`src/rtl/demux_pkg.sv`:
```
// Shared types and constants for the round-robin / fixed steering demux.
// Latency: n/a (types, constants and a combinational helper only).
// Backpressure: n/a.
package demux_pkg;

   localparam int NUM_CH = 8;
   localparam int CH_W   = 3;

   typedef enum logic {
      IDLE = 1'b0,
      HOLD = 1'b1
   } state_e;

   typedef struct packed {
      logic            vld;
      logic [CH_W-1:0] idx;
   } pick_t;

   // Rotate the enable mask so ptr lands on bit 0, take the lowest set bit,
   // then add ptr back (mod 8) to get the absolute channel index.
   function automatic pick_t rr_pick(input logic [NUM_CH-1:0] en,
                                     input logic [CH_W-1:0]   ptr);
      logic [2*NUM_CH-1:0] dbl;
      logic [NUM_CH-1:0]   rot;
      pick_t               res;
      dbl = {en, en} >> ptr;
      rot = dbl[NUM_CH-1:0];
      res = '0;
      for (int i = NUM_CH - 1; i >= 0; i--) begin
         if (rot[i]) begin
            res.vld = 1'b1;
            res.idx = CH_W'(i) + ptr;
         end
      end
      return res;
   endfunction

endpackage

```
`src/rtl/onehot_dec3to8.sv`:
```
// 3-bit index to 8-bit one-hot decoder, all zeros when vld is low.
// Latency: combinational.
// Backpressure: none.
module onehot_dec3to8 (
   input  logic       vld,
   input  logic [2:0] idx,
   output logic [7:0] oh
);

   // Decode the index only while the qualifier is set.
   always_comb begin
      oh = 8'h00;
      if (vld) begin
         oh = 8'h01 << idx;
      end
   end

endmodule

```
`src/rtl/demux_rr_sched.sv`:
```
// One-word-deep demux steering an input stream to 8 channels, round-robin or fixed.
// Latency: 1 cycle from capture to out_valid; sustains one word per cycle.
// Backpressure: in_ready drops while the held word's channel is not ready or no target is enabled.
module demux_rr_sched
   import demux_pkg::*;
#(
   parameter int WIDTH = 8
) (
   input  logic             clk,
   input  logic             rst_n,
   input  logic             in_valid,
   input  logic [WIDTH-1:0] in_data,
   output logic             in_ready,
   input  logic             mode,
   input  logic [2:0]       fix_sel,
   input  logic [7:0]       ch_en,
   output logic [7:0]       out_valid,
   output logic [WIDTH-1:0] out_data,
   input  logic [7:0]       out_ready,
   output logic [2:0]       sel,
   output logic [15:0]      xfer_cnt
);

   state_e           state_q, state_d;
   logic [2:0]       ptr_q, ptr_d;
   logic [2:0]       sel_q, sel_d;
   logic [WIDTH-1:0] data_q, data_d;
   logic [15:0]      cnt_q, cnt_d;

   pick_t tgt;
   logic  hs;
   logic  cap;
   logic  hold_vld;

   // Choose the target channel: fixed index if enabled, else next enabled from ptr.
   always_comb begin
      tgt = rr_pick(ch_en, ptr_q);
      if (mode) begin
         tgt.vld = ch_en[fix_sel];
         tgt.idx = fix_sel;
      end
   end

   // Handshake/accept decisions; in_ready is held low while reset is asserted.
   always_comb begin
      hold_vld = (state_q == HOLD);
      hs       = hold_vld && out_ready[sel_q];
      in_ready = rst_n && tgt.vld && (!hold_vld || hs);
      cap      = in_valid && in_ready;
   end

   // Next-state: capture wins over drain so back-to-back words stay in HOLD.
   always_comb begin
      state_d = state_q;
      ptr_d   = ptr_q;
      sel_d   = sel_q;
      data_d  = data_q;
      cnt_d   = cnt_q;
      if (hs) begin
         cnt_d = cnt_q + 16'd1;
      end
      if (cap) begin
         state_d = HOLD;
         sel_d   = tgt.idx;
         data_d  = in_data;
         if (!mode) begin
            ptr_d = tgt.idx + 3'd1;
         end
      end else if (hs) begin
         state_d = IDLE;
      end
   end

   // State registers with asynchronous clear.
   always_ff @(posedge clk or negedge rst_n) begin
      if (!rst_n) begin
         state_q <= IDLE;
         ptr_q   <= '0;
         sel_q   <= '0;
         data_q  <= '0;
         cnt_q   <= '0;
      end else begin
         state_q <= state_d;
         ptr_q   <= ptr_d;
         sel_q   <= sel_d;
         data_q  <= data_d;
         cnt_q   <= cnt_d;
      end
   end

   onehot_dec3to8 u_ov_dec (
      .vld (hold_vld),
      .idx (sel_q),
      .oh  (out_valid)
   );

   assign out_data = data_q;
   assign sel      = sel_q;
   assign xfer_cnt = cnt_q;

endmodule

```
`config.mk`:
```
export PLATFORM = sky130hd
export DESIGN_NAME = demux_rr_sched
export DESIGN_NICKNAME = d
export VERILOG_FILES = /design/src/rtl/demux_pkg.sv /design/src/rtl/onehot_dec3to8.sv /design/src/rtl/demux_rr_sched.sv
export SDC_FILE = /design/constraint.sdc
export NUM_CORES = 1
export LEC_CHECK = 0
export CORE_MARGIN = 2
export CORE_UTILIZATION = 40
export DETAILED_ROUTE_END_ITERATION = 12
export PLACE_DENSITY_LB_ADDON = 0.12
export SKIP_LAST_GASP = 1
export SLEW_MARGIN = 30
export SYNTH_ARGS = -nofsm -noshare
export SYNTH_HDL_FRONTEND = slang
export SYNTH_SLANG_ARGS = --single-unit
```
`constraint.sdc`:
```
create_clock -name clk -period 4.35 [get_ports clk]
set_input_delay 0.6525 -clock clk [delete_from_list [all_inputs] [get_ports clk]]
set_output_delay 0.6525 -clock clk [all_outputs]
set_load 0.03 [all_outputs]
```
== After elaboration in Yosys (flattened, before gate mapping) ==
Index checks and enable logic that the tools add are counted.
Operators by class
  $add $sub $neg: 9
  order comparisons: 2
  shift-type cells: 2
  mux-type cells: 16
  bitwise gates (word level): 1
  reductions and logical operators: 8
Operators by type and width (count)
  $mux 4: 9
  $add 16x1->16 const B: 1
  $shr 16x3->8: 1
  $add 3x3->3 const A: 4
  $lt 3x4->1 const B: 2
  $mux 8: 1
  $shl 1x3->8 const A: 1
  $add 2x3->3 const A: 2
  $bmux 1 s3: 2
  $logic_and 1x1->1: 4
  $mux 1: 4
  $add 1x3->3 const A: 1
  $add 3x1->3 const B: 1
  $reduce_and 2->1: 1
  $reduce_bool 2->1: 1
  $logic_not 1->1: 1
  $logic_or 1x1->1: 1
  $not 1->1: 1
Word-level totals
  register bits after elaboration: 31
  input bits: 31
  output and inout bits: 36
  word-level logic and storage cells: 43

== Logic depth before layout (Yosys ltp) ==
Gate-level depths: netlist of run 1.
  word-level depth: 14
  mapped depth: 14
  depth with buffers taken out: 11

== Modules after synthesis ==
A second synthesis of run 1 with hierarchy kept.
Unflattened totals
  cells, all modules: 271
  area, all modules: 2661.3 µm²
Modules (own cells, without submodules)
  demux_rr_sched: instances 1, cells each 263, area an instance 2566.2 µm², seq. area each 775.7 µm²
  onehot_dec3to8: instances 1, cells each 8, area an instance 95.1 µm², seq. area each 0.0 µm²

== Worst setup path after synthesis of run 1 ==
No wires, ideal clock.
  kind: input port to flip-flop
  from: input ch_en[1]
  to: register ptr_q[2]
  library setup time: 0.104 ns
  arrival time: 3.258 ns
  required time: 4.246 ns
  slack: 0.988 ns
  cell stages on the path: 12
  path buffers: 1
  cells stage by stage: buf_2 mux4_1 mux2_4 nand4_1 o31ai_1 a211oi_1 o221a_2 nor2_1 ha_1 or4_1 o221a_1 o311ai_1
RTL lines
  start, declared: line demux_rr_sched.sv:16  | input logic [7:0] ch_en,
  end signal, assigned: line demux_rr_sched.sv:84  | ptr_q <= ptr_d;
  end, declared: line demux_rr_sched.sv:25  | logic [2:0] ptr_q, ptr_d;

== Final worst setup path of run 1 ==
  from: input ch_en[0]
  to: output in_ready
Between the ends
  cells in the longest elaborated chain, start to end: 12
  elaborated cells on any way between the ends: 14
  classes of those cells: 1 x shift; 11 x mux; 2 x reduce/logical
Ends and longest elaborated chain
  $shr 16x3->8: line demux_pkg.sv:26  | dbl = {en, en} >> ptr;
  $mux 4 (8 in series): line demux_pkg.sv:30  | if (rot[i]) begin
  $mux 4 (*): line demux_rr_sched.sv:38  | if (mode) begin
  $logic_and 1x1->1 (*) (2 in series): line demux_rr_sched.sv:48  | in_ready = rst_n && tgt.vld && (!hold_vld || hs);
  end, declared: line demux_rr_sched.sv:13  | output logic in_ready,
Every way passes the cells marked *; elsewhere a longest branch is shown, timed or not. The select of a mux whose other input is x is not followed.

==> results of run 1 <==
## metrics by stage
step | setup WS, ps | std cells | power (mW) | util, % | area, µm²
floorplan | 988 | 252 | 1.51 | - | 2600
CTS | 350 | 395 | 2.12 | 53.9 | 3410
detailed placement | 235 | 387 | 1.91 | 52.7 | 3320
finish | 305 | 395 | 2.12 | 53.9 | 3410
global placement | 249 | 387 | 1.91 | 52.7 | 3320
global route | 241 | 395 | 2.26 | 53.9 | 3410
## layout by cell type (no fill, tap or decap), types with 6 or more instances in the layout
cell type | synthesis | routed
nor3_1 | 7 | 7
xor2_1 | 6 | 6
mux2_2 | 9 | 9
nand2_1 | 15 | 15
nand3b_1 | 6 | 6
clkdlybuf4s50_1 | 0 | 66
nand3_1 | 9 | 9
inv_1 | 11 | 11
xnor2_1 | 10 | 10
mux2_1 | 7 | 7
buf_4 | 1 | 9
mux2i_1 | 10 | 10
nor2_1 | 15 | 15
mux4_2 | 11 | 11
o21ai_0 | 10 | 10
dfrtp_1 | 31 | 31
## critical path: stages
cell,delay [ps]
clkdlybuf4s50_1,560
nor2b_1,200
a2111oi_0,680
o2111ai_1,330
o31a_1,370
clkdlybuf4s50_1,600
## state kept, by name, indices dropped and copies added (netlist names)
signal / count
hold_vld: 1
out_data: 8
ptr_q: 3
sel: 3
xfer_cnt: 16
## power breakdown
| group | switching (mW) | leakage, nW | total, mW | internal [mW] |
|---|---|---|---|---|
| Sequential | 0.143 | 0.390 | 0.518 | 0.376 |
| Clock | 0.0967 | 0.0422 | 0.209 | 0.112 |
| Combinational | 0.755 | 0.897 | 1.39 | 0.635 |
## layer usage
metal	vias to the layer above	track usage, %	wire [µm]
met1	1109	27.8	3260
met5	-	0	0
met3	6	3.64	369
met4	0	3.90	66
li1	1093	-	-
met2	78	26.5	2860
## final cells by class
class,count,share of cell area [%]
timing repair buffer,75,21.4
clock buffer,7,2.24
multi-input combinational,192,49.3
tap,77,2.83
sequential,31,22.8
inverter,12,1.32
clock inverter,1,0.147
## path summary, 6_finish.rpt
check	start	cells past startpoint	end
worst max-delay path	ch_en[0]	6	in_ready
worst min-delay path	xfer_cnt[15]$_DFFE_PN0P_	1	xfer_cnt[15]$_DFFE_PN0P_
worst max register to register	ptr_q[0]$_DFFE_PN0P_	11	ptr_q[2]$_DFFE_PN0P_
worst min register to register	xfer_cnt[15]$_DFFE_PN0P_	1	xfer_cnt[15]$_DFFE_PN0P_
max in group asynchronous	rst_n	2	xfer_cnt[2]$_DFFE_PN0P_
min in group asynchronous	rst_n	2	sel[2]$_DFFE_PN0P_
## cells by family after synthesis
kind of cell               share of synthesized area (%)
xor gates and xnor gates                            5.39
and+or+nand+nor                                     15.6
DFF                                                 29.8
muxes                                               24.7
AOI/OAI and AO/OA                                   16.9
adders and majority gates                           1.92
buffers and inverters                               5.63
==> flow_metrics.env, run 1 <==
export IMPL_run_status="finished, final reports clean"
export IMPL_tns_ps=0
export IMPL_ys_ff_latch=31
export IMPL_synth_area_top_cells="dfrtp_1 (30%), mux4_2 (9.5%), mux2_2 (3.9%)"
export IMPL_hpwl_um=4920
export IMPL_hold_class="reg2reg"
export IMPL_critPathLaunchType="input port"
export IMPL_ys_async_sr_fraction_pct=100
export IMPL_place_congestion=0.907
export IMPL_ios=67
export IMPL_hold_viol_final=0
export IMPL_wl_per_cell_um=16.6
export IMPL_grt_max_degree=32
export IMPL_critical_path_required_ps=3700
export IMPL_clock_path_buffers=2
export IMPL_overflow=0
export IMPL_die_x_um=84.6
export IMPL_die_h_um=84.6
export IMPL_postRouteAntennaNets=0
export IMPL_die_area_um2=7160
export IMPL_setup_viol=0
export IMPL_rows=29
export IMPL_fin_worst_hold_slack_ps=475
export IMPL_grt_antenna_before_repair=0
export IMPL_drtIter0Drc=200
export IMPL_drtPass1Iterations=5
export IMPL_synth_cell_type_count=62
export IMPL_maxCapViolCount=0
export IMPL_cts_tree="yes"
export IMPL_worst_slew_pin_slew_ps=716
export IMPL_n_antenna_cell=0
export IMPL_post_route_period_util_pct=93.0
export IMPL_grt_total_usage_pct=18.1
export IMPL_yosysMostFrequentCell="dfrtp_1"
export IMPL_ys_warn_count=0
export IMPL_crit_type="in2out"
export IMPL_drive_gt1_share_pct=16.0
export IMPL_cts_sinks=31
export IMPL_seq_area_um2=776
export IMPL_crit_arrival_ps=3390
export IMPL_start_util_pct=41.2
export IMPL_post_cts_setup_buffer_count=0
export IMPL_drc=0
export IMPL_slew_violations=0
export IMPL_ys_seq_area_share_pct=29.8
export IMPL_synth_cells=252
export IMPL_clk_pin_slew_ps=60
export IMPL_portBuffers=66
export IMPL_power_density_nw_per_um2=622
export IMPL_skew_ps=7.32
export IMPL_grt_pass1_vias=2142
export IMPL_max_freq_mhz=247
export IMPL_root_buffer="clkbuf_8"
export IMPL_worstPathMaxFanout=10
export IMPL_n_fill_cell=576
export IMPL_syn_area_um2=2600
export IMPL_core_area_um2=6310
export IMPL_relSlewSlack_pct=51.0
export IMPL_num_vias=2286
export IMPL_synth_top_area_share_pct=29.8
export IMPL_cts_buffers=5
export IMPL_syn_nets=287
export IMPL_endpoint_kind="output port"
export IMPL_fin_nets=352
export IMPL_syn_to_final_growth_pct=30.9
export IMPL_multi_input_area_um2=1680
export IMPL_cts_resized=0
export IMPL_finalWirelength_um=6560
export IMPL_cts_max_level=2
export IMPL_yosysTopAreaCell="dfrtp_1"
export IMPL_ir_worst_vdd_uv=335
export IMPL_synth_common_cells="dfrtp_1 (31), nand2_1 (15), nor2_1 (15)"
export IMPL_r2r_slack_ps=640
export IMPL_synthFlopType="dfrtp_1"
export IMPL_synth_edf_count=0
export IMPL_clock_latency_ps=270
export IMPL_grt_pass1_wl_um=10600
export IMPL_rsz0062_at_grt="false"
export IMPL_cts_hold_buf=0
export IMPL_via_per_inst=5.79
export IMPL_fin_crit_ps=4050
export IMPL_syn_avg_cell_area_um2=10.3
export IMPL_leakage_nw=1.33
Note: power is estimated with default switching activity, not from simulation.
==> run 2: changes to the inputs <==
Settings changed: CORE_MARGIN 2 to unset, CORE_UTILIZATION 40 to 45, CTS_CLUSTER_DIAMETER set to 200.
==> flow_metrics.env, run 2 (synthesized netlist as in run 1, its figures left out) <==
export IMPL_fin_worst_hold_slack_ps=482
export IMPL_comb_power_share_pct=63.4
export IMPL_min_path_cells=1
export IMPL_power_density_nw_per_um2=641
export IMPL_wl_met1_um=3150
export IMPL_ios=67
export IMPL_top_layer="met4"
export IMPL_drtIter0Drc=116
export IMPL_drtPass1Iterations=4
export IMPL_hpwl_um=4790
export IMPL_die_x_um=78.0
export IMPL_r2r_slack_ps=650
export IMPL_cts_max_level=2
export IMPL_cts_tree="yes"
export IMPL_n_antenna_cell=0
export IMPL_post_route_period_util_pct=92.8
export IMPL_post_cts_setup_buffer_count=0
export IMPL_path_delay_family="compound AO/OA/AOI/OAI gates"
export IMPL_fin_crit_ps=4040
export IMPL_worst_slew_pin_slew_ps=724
export IMPL_grt_pass1_wl_um=11000
export IMPL_cts_resized=0
export IMPL_worst_path_buf_inv=2
export IMPL_root_buffer="clkbuf_8"
export IMPL_num_vias=2292
export IMPL_hold_viol_final=0
export IMPL_via_per_inst=5.91
export IMPL_holdPathEnd="xfer_cnt[15]$_DFFE_PN0P_"
export IMPL_power_frac_clock_pct=13.1
export IMPL_die_h_um=78.0
export IMPL_postRouteAntennaNets=0
export IMPL_p_sw_mw=1.01
export IMPL_drc=0
export IMPL_run_status="finished, final reports clean"
export IMPL_start_util_pct=47.0
export IMPL_grt_pass1_vias=2195
export IMPL_maxCapViolCount=0
export IMPL_ir_worst_vdd_uv=291
export IMPL_syn_to_final_growth_pct=32.0
export IMPL_cts_hold_buf=0
export IMPL_fin_nets=350
export IMPL_hold_class="reg2reg"
export IMPL_portBuffers=66
export IMPL_leakage_nw=1.34
export IMPL_crit_arrival_ps=3390
export IMPL_largest_reg_flops=16
export IMPL_place_congestion=0.888
export IMPL_clock_latency_ps=280
export IMPL_critical_path_required_ps=3700
export IMPL_skew_ps=6.84
export IMPL_seq_power_share_pct=23.6
export IMPL_tns_ps=0
export IMPL_crit_chain="inv_1 > a2111oi_0 > o2111ai_1 > o31a_1 > clkdlybuf4s50_1"
export IMPL_clk_pin_slew_ps=70
export IMPL_cts_buffers=5
export IMPL_r2r_start="ptr_q[0]$_DFFE_PN0P_"
export IMPL_relSlewSlack_pct=50.5
export IMPL_drive_gt1_share_pct=16.1
export IMPL_hp_start="xfer_cnt[15]$_DFFE_PN0P_"
export IMPL_mostFrequentLayoutCells="clkdlybuf4s50_1 (66), dfrtp_1 (31), nand2_1 (15), nor2_1 (15)"
export IMPL_setup_viol=0
export IMPL_die_area_um2=6090
export IMPL_wl_met3_um=358
export IMPL_endpoint_kind="output port"
export IMPL_slew_violations=0
export IMPL_cpPeakStageDelay_ps=800
export IMPL_worstRegToRegCells=10
export IMPL_grt_antenna_before_repair=0
export IMPL_overflow=0
export IMPL_crit_type="reg2out"
export IMPL_cp_slowest_cell="dfrtp_1"
export IMPL_wl_met2_um=2950
export IMPL_core_area_um2=5540
export IMPL_grt_total_usage_pct=23.1
export IMPL_worstReg2RegEnd="ptr_q[2]$_DFFE_PN0P_"
export IMPL_critical_path_cell_count=5
export IMPL_critPathLaunchType="flip-flop"
export IMPL_rsz0062_at_grt="false"
export IMPL_switching_share_pct=45.7
export IMPL_cts_sinks=31
export IMPL_worstPathMaxFanout=18
export IMPL_grt_max_degree=32
export IMPL_final_common_cell="clkdlybuf4s50_1"
export IMPL_wl_per_cell_um=16.9
export IMPL_internal_power_mw=1.20
export IMPL_clock_path_buffers=2
export IMPL_rows=27
export IMPL_finalWirelength_um=6540
export IMPL_max_freq_mhz=248
[run 2: changes by cell type in the layout (fill, tap and decap cells not counted)]
cell,delta
buf_12,+1
buf_4,-3
bufinv_16,+1
clkbuf_1,-2
clkbuf_8,+1
[run 2: worst max-delay path by stage]
stage / startpoint / to / slack (ps)
2_1_floorplan: ch_en[1] / ptr_q[2]$_DFFE_PN0P_ / 990
3_3_place_gp: ch_en[1] / ptr_q[2]$_DFFE_PN0P_ / 290
3_5_place_dp: ch_en[1] / ptr_q[2]$_DFFE_PN0P_ / 300
4_1_cts: ch_en[4] / in_ready / 390
5_1_grt: ptr_q[0]$_DFFE_PN0P_ / in_ready / 150
6_report: ptr_q[0]$_DFFE_PN0P_ / in_ready / 310
[run 2: routing by layer]
metal,global-route usage [%],vias to the layer above
met5,0,-
met4,6.11,0
met3,4.65,8
met2,35.0,82
met1,33.7,1113
li1,-,1089
[run 2: layout make-up]
| class | count | area (µm²) |
|---|---|---|
| Fill cell | 474 | 2110 |
| Sequential cell | 31 | 776 |
| Inverter | 12 | 45.0 |
| Clock buffer | 6 | 82.6 |
| Timing Repair Buffer | 73 | 726 |
| Clock inverter | 2 | 35.0 |
| Multi-Input combinational cell | 192 | 1680 |
| Tap cell | 72 | 90.1 |
[run 2: metrics by stage]
step / instance area [µm²] / utilization (%) / std cells / power (mW) / setup WS, ps
floorplan: 2600 / - / 252 / 1.51 / 988
global placement: 3320 / 59.8 / 380 / 1.90 / 294
detailed placement: 3320 / 59.8 / 380 / 1.91 / 301
CTS: 3430 / 62.0 / 388 / 2.20 / 390
global route: 3430 / 62.0 / 388 / 2.35 / 152
finish: 3430 / 62.0 / 388 / 2.20 / 312
[run 2: power groups by stage]
| stage | Clock (mW) | Combinational (mW) | Sequential [mW] |
|---|---|---|---|
| after floorplan | 0 | 0.909 | 0.598 |
| after global placement | 0 | 1.38 | 0.516 |
| after detailed placement | 0 | 1.38 | 0.523 |
| after CTS | 0.296 | 1.39 | 0.520 |
| after global routing | 0.306 | 1.51 | 0.539 |
| final | 0.288 | 1.40 | 0.519 |
==> run 3: changes to the inputs <==
Settings changed: CORE_ASPECT_RATIO set to 0.5.
==> flow_metrics.env, run 3 (synthesized netlist as in run 1, its figures left out) <==
export IMPL_cts_tree="yes"
export IMPL_start_util_pct=47.2
export IMPL_worst_path_buf_inv=2
export IMPL_place_congestion=0.865
export IMPL_via_per_inst=5.95
export IMPL_skew_ps=4.87
export IMPL_grt_antenna_before_repair=0
export IMPL_wl_per_cell_um=16.8
export IMPL_fin_worst_hold_slack_ps=477
export IMPL_seq_power_share_pct=23.6
export IMPL_cts_max_level=2
export IMPL_ir_worst_vdd_uv=408
export IMPL_clock_path_buffers=2
export IMPL_die_h_um=55.8
export IMPL_switching_share_pct=43.5
export IMPL_crit_arrival_ps=3360
export IMPL_worstPathMaxFanout=13
export IMPL_comb_power_share_pct=57.6
export IMPL_leakage_nw=1.35
export IMPL_clock_latency_ps=270
export IMPL_critical_path_required_ps=3700
export IMPL_post_cts_setup_buffer_count=0
export IMPL_portBuffers=66
export IMPL_path_delay_family="buffers and inverters"
export IMPL_max_freq_mhz=250
export IMPL_finalWirelength_um=6480
export IMPL_cts_hold_buf=0
export IMPL_drc=0
export IMPL_mostFrequentLayoutCells="clkdlybuf4s50_1 (66), dfrtp_1 (31), nand2_1 (15), nor2_1 (15)"
export IMPL_critPathLaunchType="input port"
export IMPL_drtPass1Iterations=4
export IMPL_fin_util_pct=63.0
export IMPL_syn_to_final_growth_pct=33.6
export IMPL_postRouteAntennaNets=0
export IMPL_grt_pass1_vias=2133
export IMPL_post_route_period_util_pct=92.1
export IMPL_n_fill_cell=450
export IMPL_cp_slowest_cell="mux4_2"
export IMPL_fin_nets=346
export IMPL_cpPeakStageDelay_ps=650
export IMPL_power_frac_clock_pct=18.8
export IMPL_die_x_um=110
export IMPL_crit_chain="clkdlybuf4s50_1 > mux4_2 > mux2i_4 > o2111ai_1 > o31a_1 > clkdlybuf4s50_1"
export IMPL_die_area_um2=6110
export IMPL_worst_slew_pin_slew_ps=882
export IMPL_n_antenna_cell=0
export IMPL_clk_pin_slew_ps=50
export IMPL_grt_max_degree=32
export IMPL_core_area_um2=5520
export IMPL_rsz0062_at_grt="false"
export IMPL_path_common_cell="clkdlybuf4s50_1"
export IMPL_crit_type="in2out"
export IMPL_ios=67
export IMPL_cts_buffers=5
export IMPL_p_sw_mw=1.02
export IMPL_rows=19
export IMPL_fin_crit_ps=4010
export IMPL_overflow=0
export IMPL_largest_reg_flops=16
export IMPL_cts_resized=0
export IMPL_power_total_mw=2.35
export IMPL_grt_pass1_wl_um=10800
export IMPL_final_common_cell="clkdlybuf4s50_1"
export IMPL_run_status="finished, final reports clean"
export IMPL_cts_sinks=31
export IMPL_internal_power_mw=1.33
export IMPL_setup_viol=0
export IMPL_hpwl_um=4710
export IMPL_slew_violations=0
export IMPL_root_buffer="clkbuf_16"
export IMPL_grt_total_usage_pct=22.7
export IMPL_drive_gt1_share_pct=14.7
export IMPL_endpoint_kind="output port"
export IMPL_num_vias=2289
export IMPL_hold_viol_final=0
export IMPL_drtIter0Drc=218
export IMPL_maxCapViolCount=0
export IMPL_power_density_nw_per_um2=676
export IMPL_tns_ps=0
export IMPL_hold_class="reg2reg"
export IMPL_relSlewSlack_pct=41.2
-- run 3: changes by cell type in the layout (fill, tap and decap cells not counted) --
cell and delta:
buf_4 -4, bufinv_16 +1, clkbuf_1 +1, clkbuf_16 +5, clkbuf_8 -6, clkinv_2 -1
-- run 3: power groups by stage --
stage,sequential (mW),clock [mW],combinational [mW]
3_3_place_gp,0.550,0,1.32
3_5_place_dp,0.555,0,1.34
4_1_cts,0.554,0.451,1.35
5_1_grt,0.579,0.466,1.44
2_1_floorplan,0.598,0,0.909
6_report,0.554,0.443,1.35
-- run 3: cell type report --
| type | instances | area [µm²] | area share (%) |
|---|---|---|---|
| Sequential cell | 31 | 776 | 22.3 |
| Inverter | 12 | 45.0 | 1.30 |
| Tap cell | 73 | 91.3 | 2.63 |
| Timing Repair Buffer | 69 | 696 | 20.0 |
| Clock buffer | 6 | 129 | 3.71 |
| Multi-Input combinational cell | 192 | 1680 | 48.3 |
| Clock inverter | 2 | 60.1 | 1.73 |
-- run 3: final timing paths --
path	start	end	slack, ps	depth (start not counted)
max reg2reg	ptr_q[0]$_DFFE_PN0P_	ptr_q[2]$_DFFE_PN0P_	410	11
min in group asynchronous	rst_n	sel[1]$_DFFE_PN0P_	810	2
max in group asynchronous	rst_n	out_data[0]$_DFFE_PN0P_	3250	2
min	xfer_cnt[15]$_DFFE_PN0P_	xfer_cnt[15]$_DFFE_PN0P_	480	1
max	ch_en[5]	in_ready	340	6
min reg2reg	xfer_cnt[15]$_DFFE_PN0P_	xfer_cnt[15]$_DFFE_PN0P_	480	1
-- run 3: stage by stage --
| stage | instances | cell area (µm²) | setup slack, ps |
|---|---|---|---|
| floorplan | 252 | 2600 | 988 |
| global route | 385 | 3480 | 245 |
| global placement | 377 | 3290 | 233 |
| CTS | 385 | 3480 | 351 |
| finish | 385 | 3480 | 342 |
| detailed placement | 377 | 3290 | 153 |
-- run 3: routing by layer --
metal	up-vias	GRT usage, %	routed length (µm)
li1	1079	-	-
met1	1116	33.6	2940
met2	85	34.6	3070
met3	9	3.51	390
met4	0	6.29	77
met5	-	0	0
==> variant 1, RTL diff (flow settings as in run 2) <==
`data_q` no longer has a reset.
--- a/src/rtl/demux_rr_sched.sv
+++ b/src/rtl/demux_rr_sched.sv
@@ -77,15 +77,17 @@
          state_q <= IDLE;
          ptr_q   <= '0;
          sel_q   <= '0;
-         data_q  <= '0;
          cnt_q   <= '0;
       end else begin
          state_q <= state_d;
          ptr_q   <= ptr_d;
          sel_q   <= sel_d;
-         data_q  <= data_d;
          cnt_q   <= cnt_d;
       end
+   end
+
+   always_ff @(posedge clk) begin
+      data_q <= data_d;
    end
 
    onehot_dec3to8 u_ov_dec (
Check against the original RTL: differs if rst_n is asserted again (counterexample within 4 cycles, from zero or initial values and one cycle with rst_n low); with rst_n held inactive, the same outputs for 10 cycles.
==> variant 1 against run 2 <==
- area after synthesis shrank 16%
- critical endpoint unchanged
- combinational power down 24%
- final area decreased by 13%
- count of clock-buffer cells in the layout is 1 higher
- setup slack gained 0.26 ns
- sequential cell count unchanged
- fmax is 6.8% higher
- power fell by 20%
- clock skew decreased by 0.0020 ns
- largest power group unchanged
- wire length is 26% lower
- clock power is 27% lower
==> variant 1: results (changes against run 2) <==
| Metric | Value |
|---|---|
| Post-synthesis mux area share | `0.224 (-0.0232)` |
| Largest net degree at the start of global routing | `24 (-25%)` |
| Share of cells above drive strength 1 | `0.116 (-0.0450)` |
| Most frequent cells after synthesis | `dfrtp_1 (23), nor2_1 (19), nand2_1 (15), xnor2_1 (13), mux4_2 (12)` |
| Ys async rst share | `0.742 (-0.258)` |
| Compound-Gate Fraction of Synth Area | `0.111 (-0.0577)` |
| XOR/XNOR share of the synthesized area | `0.0718 (+0.0180)` |
| Metal2 WL | `2220 µm (-25%)` |
| Worst reg2reg setup slack | `0.93 ns (+0.28 ns)` |
| Number of global-route vias before repair | `1727 (-21%)` |
| Initial DRC count | `158 (+36%)` |
| Setup WS pre-CTS | `0.569 ns (+0.268 ns)` |
| GRT met2 Usage | `0.313 (-0.0370)` |
| Met1 usage | `0.279 (-0.0575)` |
| Skew final | `0.00485 ns (-0.00199 ns)` |
| GRT met3 Usage | `0.0478 (+0.00131)` |
| WHS | `0.483 ns (+0.000631 ns)` |
| Final #Nets | `309 (-12%)` |
| Uppermost layer routed | `met4` |
| Outcome | `finished, final reports clean` |
| Worst path top cell family by delay | `buffers and inverters` |
| Detailed-route wire length per cell | `14.8 µm (-12%)` |
| CP arrival | `3.13 ns (-0.26 ns)` |
| CP max-delay cell | `clkdlybuf4s50_1` |
| Fin crit period | `3.78 ns (-0.257 ns)` |
| Max incr delay on CP | `0.61 ns (-0.19 ns)` |
| Gpl congestion | `0.903 (+1.7%)` |
| All-Layer GR Usage | `0.199 (-0.0322)` |
| Adder-cell share of the synthesized area | `0.0228 (+0.00356)` |
| Total CTS buffers | `5 (unchanged)` |
| Synth-to-layout area growth | `35.7%` |
| Vias/cell | `5.69 (-3.7%)` |
| Number of flops mapped to enable cells by yosys | `8 (+8)` |
| Leakage Power | `0.00117 µW (-13%)` |
| Worst r2r src | `ptr_q[1]` |
| Syn nets | `242 (-16%)` |
| Post-Route M1 WL | `2300 µm (-27%)` |
| Max-slew headroom | `0.530 (+0.0255)` |
| First-pass GRT wire length | `8110 µm (-26%)` |
| Ranking of synthesized cells by area | `dfrtp_1 (26%), mux4_2 (12%), edfxtp_1 (11%)` |
| FILL cells | `389 (-18%)` |
| Met3 wire length | `311 µm (-13%)` |
| Final HPWL DP | `3780 µm (-21%)` |
| Sequential share of the synthesized area | `0.372 (+0.0735)` |
==> variant 1: cell types whose count changed after synthesis, sizes merged, moves of 6 or more <==
cell | before | now
buf | 13 | 7
dfrtp | 31 | 23
edfxtp | 0 | 8
mux2 | 18 | 6
nand3b | 6 | 0
o311ai | 7 | 0
==> variant 1: area by class of cell <==
| cell class | count | share of cell area |
|---|---|---|
| Clock inverter | 1 | 0.00168 |
| Sequential cell | 31 | 0.274 |
| Clock buffer | 7 | 0.0256 |
| Inverter | 9 | 0.0113 |
| Timing Repair Buffer | 69 | 0.229 |
| Tap cell | 54 | 0.0227 |
| Multi-Input combinational cell | 158 | 0.435 |
==> variant 1: power by group <==
| group | total (µW) | internal, µW | switching (µW) |
|---|---|---|---|
| clock network | 211 | 112 | 98.7 |
| logic | 1060 | 493 | 568 |
| registers | 498 | 361 | 137 |
==> variant 1: stage by stage <==
stage	cells	area, µm²
after detailed placement	321	2900
after global placement	321	2900
after floorplan	207	2190
after CTS	329	2980
final	329	2980
after global routing	329	2980
==> variant 2, RTL diff (flow settings as in run 2) <==
Made on the original files. The parameter `WIDTH` goes from 8 to 9.
--- a/src/rtl/demux_rr_sched.sv
+++ b/src/rtl/demux_rr_sched.sv
@@ -4,7 +4,7 @@
 module demux_rr_sched
    import demux_pkg::*;
 #(
-   parameter int WIDTH = 8
+   parameter int WIDTH = 9
 ) (
    input  logic             clk,
    input  logic             rst_n,
Ports: changed (resized in_data and out_data); port bits go from 67 to 69. No check against the original RTL was run, so the function may have changed too.
==> variant 2 against run 2 <==
- setup slack gained 0.40 ns
- final area rose by 1.4%
- clock skew is 0.00062 ns higher
- power up 2.5%
- sequential cell count increased by 1
- fmax increased by 11%
- area after synthesis increased by 4.7%
- non-clock buffer count down 1
- register-to-register slack better by 0.15 ns
- wire length grew 6.5%
- largest power group unchanged
==> variant 2: results (changes against run 2) <==
| Metric | Value |
|---|---|
| Outcome | `finished, final reports clean` |
| Synth unique cells | `64 (+3.2%)` |
| Skew final | `0.00746 ns (+0.000616 ns)` |
| Number of flops mapped to enable cells by yosys | `0 (unchanged)` |
| Max-slew headroom | `0.446 (-0.0589)` |
| Share of cells above drive strength 1 | `0.169 (+0.00728)` |
| Syn nets | `307 (+7.0%)` |
| Root buf cell | `clkbuf_8` |
| Gpl congestion | `0.896 (+0.90%)` |
| First-pass GRT wire length | `11300 µm (+2.6%)` |
| Detailed-route wire length per cell | `17.2 µm (+2.3%)` |
| Internal power | `1200 µW (+0.51%)` |
| All-Layer GR Usage | `0.230 (-0.00121)` |
| Min-delay src | `xfer_cnt[15]` |
| Clk slew on worst S/H paths | `0.07 ns (about the same)` |
| Vias/cell | `5.94 (+0.48%)` |
| Reg-to-reg endpoint | `ptr_q[2]` |
| Clock latency on the worst-skew pair | `0.28 ns (about the same)` |
| Number of global-route vias before repair | `2266 (+3.2%)` |
| Ranking of synthesized cells by area | `dfrtp_1 (29%), mux4_2 (9.1%), mux2_2 (6.6%)` |
| Largest net degree at the start of global routing | `34 (+6.3%)` |
| Peak VDD IR | `0.000451 V (+55%)` |
| Critical-path maximum fanout | `12 (-6)` |
| CP arrival | `2.98 ns (-0.41 ns)` |
| Leakage Power | `0.00138 µW (+2.4%)` |
| H-tree levels | `2 (unchanged)` |
| Port Buffer Count | `68 (+3.0%)` |
| Initial DRC count | `181 (+56%)` |
| Final HPWL DP | `5160 µm (+7.7%)` |
| Worst reg2reg setup slack | `0.80 ns (+0.15 ns)` |
| Max FFs per register | `16 (unchanged)` |
| Final #Nets | `367 (+4.9%)` |
| Initial antenna violation count | `0 (unchanged)` |
| Reg2Reg Depth | `11 (+1)` |
| Sequential share of the synthesized area | `0.294 (-0.00410)` |
| Most frequent cells after synthesis | `dfrtp_1 (32), nor2_1 (18), mux2_2 (16), nand2_1 (14), mux2i_1 (13)` |
| FILL cells | `502 (+5.9%)` |
| Worst Hold Depth | `1 (unchanged)` |
variant 2: cell count changes after synthesis, moves of 4 or more:
| cell | before | now |
|---|---|---|
| mux2_1 | 7 | 0 |
| mux2_2 | 9 | 16 |
| nand2b_1 | 3 | 8 |
| nand3b_1 | 6 | 1 |
| nor2b_1 | 2 | 7 |
| o22ai_1 | 0 | 5 |
| mux2_4 | 2 | 6 |
| o311ai_0 | 5 | 1 |
variant 2: worst max-delay path: stages:
cell	delay [ns]
clkdlybuf4s50_1	0.60
mux4_2	0.59
a211o_1	0.26
o2111a_1	0.26
clkdlybuf4s50_1	0.61
variant 2: cell families after synthesis:
kind of cell | synth area share
AND/OR/NAND/NOR | 0.159
multiplexers | 0.243
XOR/XNOR | 0.0515
AO/OA/AOI/OAI | 0.171
flip-flops | 0.294
adder cells (fa/ha/maj) | 0.0184
buffers and inverters | 0.0625
variant 2: worst max path at each step:
| stage | from | to | slack (ns) | depth (start not counted) |
|---|---|---|---|---|
| final | ch_en[3] | in_ready | 0.71 | 5 |
| after global routing | ptr_q[0] | ptr_q[2] | 0.55 | 12 |
| after CTS | ch_en[3] | in_ready | 0.71 | 5 |
| after detailed placement | ch_en[7] | ptr_q[2] | 0.49 | 12 |
| after global placement | ch_en[7] | ptr_q[2] | 0.49 | 11 |
| after floorplan | ch_en[5] | ptr_q[2] | 1.23 | 11 |
variant 2: metrics by stage:
stage	instance area, µm²	hold WS [ns]	instances	total power, µW	worst slack, ns
finish	3480	0.471	404	2260	0.715
global route	3480	0.512	404	2410	0.547
CTS	3480	0.475	404	2250	0.711
detailed placement	3390	0.466	396	2010	0.487
global placement	3390	0.462	396	2000	0.493
floorplan	2720	0.357	271	1620	1.23
variant 2: final cells by class:
class | count | area [µm²] | area share
Tap cell | 72 | 90.1 | 0.0259
Multi-Input combinational cell | 210 | 1750 | 0.503
Sequential cell | 32 | 801 | 0.230
Inverter | 10 | 37.5 | 0.0108
Timing Repair Buffer | 72 | 711 | 0.204
Clock buffer | 8 | 90.1 | 0.0259
variant 2: routing by layer:
layer  up-vias  global-route usage  wire length (µm)
met4         0              0.0661                65
met1      1161               0.327              3170
li1       1136                   -                 -
met3         9              0.0571               504
met5         -                   0                 0
met2        92               0.344              3230
variant 2: power groups by stage:
stage / sequential [µW] / combinational [µW] / clock (µW)
after floorplan: 620 / 997 / 0
after global placement: 561 / 1440 / 0
after detailed placement: 564 / 1450 / 0
after CTS: 562 / 1450 / 240
after global routing: 582 / 1580 / 251
final: 561 / 1460 / 236
